File: src/rtl/mxrv_csr_ctrl.sv
`default_nettype none
// ============================================================================
// Module   : mxrv_csr_ctrl
// Purpose  : RV32 Zicsr executor; read-modify-write sequencer in front of mxrv_csr_reg.
// Revision : 1.0
// ============================================================================
module mxrv_csr_ctrl #(
  parameter int XLEN       = 32,
  parameter int CSR_ADDR_W = 12,
  parameter bit RO_CHECK   = 1'b1
) (
  input  logic                  clk,
  input  logic                  rst,
  input  logic                  valid_i,
  output logic                  ready_o,
  input  logic [31:0]           inst_i,
  input  logic [XLEN-1:0]       rs1_data_i,
  input  logic                  flush_i,
  output logic [CSR_ADDR_W-1:0] csr_addr_o,
  output logic                  csr_we_o,
  output logic [XLEN-1:0]       csr_wdata_o,
  input  logic [XLEN-1:0]       csr_rdata_i,
  output logic                  rd_we_o,
  output logic [4:0]            rd_addr_o,
  output logic [XLEN-1:0]       rd_wdata_o,
  output logic                  done_o,
  output logic                  illegal_o
);

  typedef enum logic [1:0] {
    S_IDLE = 2'd0,
    S_RD   = 2'd1,
    S_WR   = 2'd2,
    S_RESP = 2'd3
  } state_t;

  state_t                r_state;
  state_t                w_next;
  logic [CSR_ADDR_W-1:0] r_addr;
  logic [XLEN-1:0]       r_op;
  logic [1:0]            r_kind;
  logic                  r_wreq;
  logic [4:0]            r_rd;
  logic                  r_illegal;
  logic [XLEN-1:0]       r_old;

  logic [6:0]            w_opcode;
  logic [2:0]            w_funct3;
  logic [4:0]            w_rs1_idx;
  logic [CSR_ADDR_W-1:0] w_addr;
  logic                  w_wreq;
  logic                  w_illegal;
  logic                  w_accept;
  logic [XLEN-1:0]       w_op;
  logic [XLEN-1:0]       w_wdata;
  logic                  w_resp;

  assign w_opcode  = inst_i[6:0];
  assign w_funct3  = inst_i[14:12];
  assign w_rs1_idx = inst_i[19:15];
  assign w_addr    = inst_i[20 +: CSR_ADDR_W];

  // Set/clear forms only write when the rs1 register index (not its value) is non-zero.
  assign w_wreq    = (w_funct3[1:0] == 2'b01) || (w_rs1_idx != 5'd0);
  assign w_illegal = (w_opcode != 7'b1110011) || (w_funct3[1:0] == 2'b00) ||
                     (RO_CHECK && w_wreq && (w_addr[CSR_ADDR_W-1 -: 2] == 2'b11));
  assign w_op      = w_funct3[2] ? {{(XLEN-5){1'b0}}, w_rs1_idx} : rs1_data_i;

  assign ready_o   = (r_state == S_IDLE) && !rst;
  assign w_accept  = valid_i && ready_o;

  always_comb begin
    w_next = r_state;
    case (r_state)
      S_IDLE:  if (w_accept) w_next = w_illegal ? S_RESP : S_RD;
      S_RD:    w_next = flush_i ? S_IDLE : S_WR;
      S_WR:    w_next = S_RESP;
      S_RESP:  w_next = S_IDLE;
      default: w_next = S_IDLE;
    endcase
  end

  always_ff @(posedge clk) begin
    if (rst) begin
      r_state   <= S_IDLE;
      r_addr    <= '0;
      r_op      <= '0;
      r_kind    <= 2'b00;
      r_wreq    <= 1'b0;
      r_rd      <= 5'd0;
      r_illegal <= 1'b0;
      r_old     <= '0;
    end else begin
      r_state <= w_next;
      if (w_accept) begin
        r_rd      <= inst_i[11:7];
        r_illegal <= w_illegal;
        r_old     <= '0;
        // Rejected ops leave the CSR address bus untouched so nothing downstream is probed.
        if (!w_illegal) begin
          r_addr <= w_addr;
          r_op   <= w_op;
          r_kind <= w_funct3[1:0];
          r_wreq <= w_wreq;
        end
      end
      if (r_state == S_WR) r_old <= csr_rdata_i;
    end
  end

  always_comb begin
    w_wdata = r_op;
    case (r_kind)
      2'b10:   w_wdata = csr_rdata_i | r_op;
      2'b11:   w_wdata = csr_rdata_i & ~r_op;
      default: w_wdata = r_op;
    endcase
  end

  // Reset gates every output combinationally, so a reset landing in WR suppresses the write.
  assign w_resp      = !rst && (r_state == S_RESP);
  assign csr_addr_o  = rst ? '0 : r_addr;
  assign csr_we_o    = !rst && (r_state == S_WR) && r_wreq;
  assign csr_wdata_o = (!rst && (r_state == S_WR)) ? w_wdata : '0;
  assign done_o      = w_resp;
  assign illegal_o   = w_resp && r_illegal;
  assign rd_we_o     = w_resp && !r_illegal && (r_rd != 5'd0);
  assign rd_addr_o   = w_resp ? r_rd : 5'd0;
  assign rd_wdata_o  = w_resp ? r_old : '0;

endmodule
`default_nettype wire

File: config.mk
export PLATFORM = sky130hd
export DESIGN_NAME = mxrv_csr_ctrl
export DESIGN_NICKNAME = d
export VERILOG_FILES = /design/src/rtl/mxrv_csr_ctrl.sv
export SDC_FILE = /design/constraint.sdc
export NUM_CORES = 1
export LEC_CHECK = 0
export BUFFER_PORTS_ARGS = -buffer_cell sky130_fd_sc_hd__clkbuf_2
export CORE_ASPECT_RATIO = 0.5
export CORE_UTILIZATION = 30
export CTS_CLUSTER_DIAMETER = 50
export DETAILED_ROUTE_END_ITERATION = 8
export PLACE_DENSITY = 0.57
export SLEW_MARGIN = 30
export SYNTH_ARGS = -nofsm -noshare
export SYNTH_HDL_FRONTEND = slang
export SYNTH_SLANG_ARGS = --single-unit
File: constraint.sdc
create_clock -name clk -period 2.6 [get_ports clk]
set_clock_uncertainty 0.05 [all_clocks]
set_input_delay 0.52 -clock clk [delete_from_list [all_inputs] [get_ports clk]]
set_output_delay 0.52 -clock clk [all_outputs]
set_load 0.01 [all_outputs]
==> impl_metrics.tcl <==
set metrics [dict create \
    min_from "inst_i[7]" \
    total_power_mw 2.97 \
    drc 0 \
    synth_area_leaders "dfxtp_1 40%, nand2_1 9.0%, a21oi_1 7.9%, nor2_1 6.0%, and2_1 5.6%" \
    placed_area_mm2 0.00550 \
    cp-start-kind "register" \
    relSlewSlack_pct 66.5 \
    setup_viol 0 \
    worstSetupEndpointType "output port" \
    drt_wl_total_um 14100 \
    synthFlopType "dfxtp_1" \
    path_cells "nor2b_2 -> buf_4 -> and3_1 -> clkbuf_2" \
    grt_pass1_vias 4345 \
    gp_congestion 0.817 \
    hold_path_class "input pin to register" \
    synth_cell_type_count 37 \
    core_area_mm2 0.0139 \
    power.density_mw_per_mm2 513 \
    worstHoldEndpoint "r_rd[0]" \
    grt_pass1_wl_um 22100 \
    async_flop_share_pct 0 \
    post_drt_wl_per_cell_um 14.7 \
    critPathKind "register to output port" \
    cts_inserted_buffers 9 \
    finalSetupTns_ns 0 \
    dr.pass1.iters 5 \
    p_int_mw 2.26 \
    htree_levels 3 \
    power_frac_clock_pct 42.1 \
    fin_area_mm2 0.00578 \
    worstSetupPathDepth 4 \
    timing.final.ws_setup_ns 0.362 \
    synth_cells 600 \
    min_path_cells 3 \
    clockBufferDepth 2 \
    clock-sinks 87 \
    rrSetupSlack_ns 0.54 \
    critPathMaxStageDelay_ns 0.43 \
    io_pins 186 \
    cp_slowest_cell "dfxtp_1" \
    drtIter0Drc 301 \
    rows 30 \
    combPwrFrac_pct 10.8 \
    fin_crit_ns 2.24 \
    die_h_um 87.1 \
    worst-path-buf-inv 2 \
    ys_seq_elements 87 \
    grt_overflow_total 0 \
    die_area_mm2 0.0150 \
    critical_path.top_delay_family "buffers and inverters" \
    antenna_found_initial 0 \
    max_freq_mhz 447 \
    swShare_pct 23.8 \
    net-switching-power_uw 705 \
    hold_slack_ns 0.320 \
    start_util_pct 31.4 \
    synth_area_leader_cell "dfxtp_1" \
    r2r_end "r_addr[2]" \
    status "finished clean" \
    worst_slew_pin_slew_ns 0.502 \
    p_seq_share_pct 47.1 \
    final_cells 960 \
    synth_edf_count 0 \
    drv_cap 0 \
    yosysWarnings 0 \
    dp_cells 945 \
    cts-root-buf "clkbuf_16" \
    final_net_count 864 \
    crit-reg2reg-launch "r_state[1]" \
    clk_pin_slew_worst_paths_ns 0.06 \
    hold_viol 0 \
    seq_area_frac_synth_pct 40.1 \
    die_x_um 172 \
    grt.total_usage_pct 19.0 \
    rsz0062_at_grt "false" \
    synth.top_cell.area_share_pct 40.1 \
    clock_latency_ns 0.33 \
    postSynthAreaPerCell_um2 7.25 \
    leakagePower_nw 2.49 \
    vias_per_cell 4.88 \
    cts_tree "built" \
    period_share_pct 86.1 \
    dp_hpwl_um 10400 \
    reg2reg_depth 5 \
    cts_resized 0 \
    grt_max_degree 47 \
    drive_gt1_share_pct 31.4 \
    postCtsHoldBufs 0 \
    synth_nets 700 \
    fin_util_pct 41.7 \
    slew_violations 0 \
    drt.antenna.violating_nets 0 \
    portBuffers 185 \
    vias 4684 \
    postCtsSetupBuffers 0 \
    required_ns 2.03 \
    ir_drop_mv 0.291 \
    cp_max_fo 34 \
    synthToLayoutAreaGrowth_pct 32.9 \
    synth_area_mm2 0.00435 \
    crit_arrival_ns 1.67 \
    dp_slack_ns 0.242 \
]
kinds of logic (layout without fill, tap and decap cells):
family                 after synthesis  after routing  synth area share [%]
and+or+nand+nor                    318            318                  35.3
other                                0              1                     0
muxes                                5              5                  1.29
buffers and inverters               57            224                  5.47
DFF                                 87             87                  40.1
AOI/OAI and AO/OA                  133            133                  17.9
layout make-up:
cell class | instances | area, um^2
clock inverters | 1 | 30.0
diodes | 1 | 2.50
inverters | 2 | 7.51
well taps | 192 | 240
fillers | 1482 | 8070
clock buffers | 13 | 250
multi-input cells | 456 | 2380
repair buffers | 208 | 1120
flip-flops and latches | 87 | 1740
power groups by stage:
stage / combinational, mW / clock [mW] / sequential (mW)
after floorplan: 0.166 / 0 / 1.42
after global placement: 0.321 / 0 / 1.43
after detailed placement: 0.323 / 0 / 1.43
after CTS: 0.325 / 1.27 / 1.40
after global routing: 0.355 / 1.34 / 1.40
final: 0.321 / 1.25 / 1.40
synth_stat cells (5+ instances only):
cell and count:
nand3_1 38, a21oi_1 69, clkbuf_1 36, nor4_1 5
mux2_2 5, dfxtp_1 87, nand2_1 104, nor3_1 8
nor2b_1 14, a31oi_1 6, and2_1 39, a21boi_0 12
buf_2 8, o21ai_0 27, nor2_1 69, nand4_1 29
buf_1 7, a31o_2 10
metal layers:
metal  share of wire [%]  vias to the layer above  track usage, %
li1                    -                     2385               -
met1                  48                     2173            25.8
met2                  46                      109            30.2
met3                 4.8                       17            4.36
met4                 1.3                        0            5.15
met5                   0                        -               0
state kept, by name, summed over array words and instances (netlist names):
signal / count
r_addr: 12
r_illegal: 1
r_kind: 2
r_old: 32
r_op: 32
r_rd: 5
r_state: 2
r_wreq: 1
worst register-to-register path: cells and delay by family, from the launching register on:
| kind | cells | cell delay, ns |
|---|---|---|
| simple gates | 2 | 0.94 |
| buf+inv | 1 | 0.27 |
| compound gates | 2 | 0.34 |
| flops | 1 | 0.36 |
layout by cell type (no fill, tap or decap), types with 6 or more instances in the layout:
| master | count |
|---|---|
| a21boi_0 | 12 |
| a21oi_1 | 69 |
| a31o_2 | 10 |
| a31oi_1 | 6 |
| and2_1 | 39 |
| buf_4 | 21 |
| clkbuf_16 | 9 |
| clkbuf_2 | 185 |
| dfxtp_1 | 87 |
| nand2_1 | 104 |
| nand3_1 | 38 |
| nand4_1 | 29 |
| nor2_1 | 68 |
| nor2b_1 | 13 |
| nor3_1 | 8 |
| o21ai_0 | 27 |
worst max path at each step:
stage | startpoint | end | slack [ns]
finish | r_state[1] | csr_we_o | 0.36
global route | r_state[1] | csr_we_o | 0.24
CTS | r_state[1] | csr_we_o | 0.33
detailed placement | inst_i[15] | r_addr[2] | 0.24
global placement | inst_i[15] | r_addr[0] | 0.29
floorplan | inst_i[15] | r_op[11] | 0.52
No activity file was read; power rests on OpenSTA's default activity.
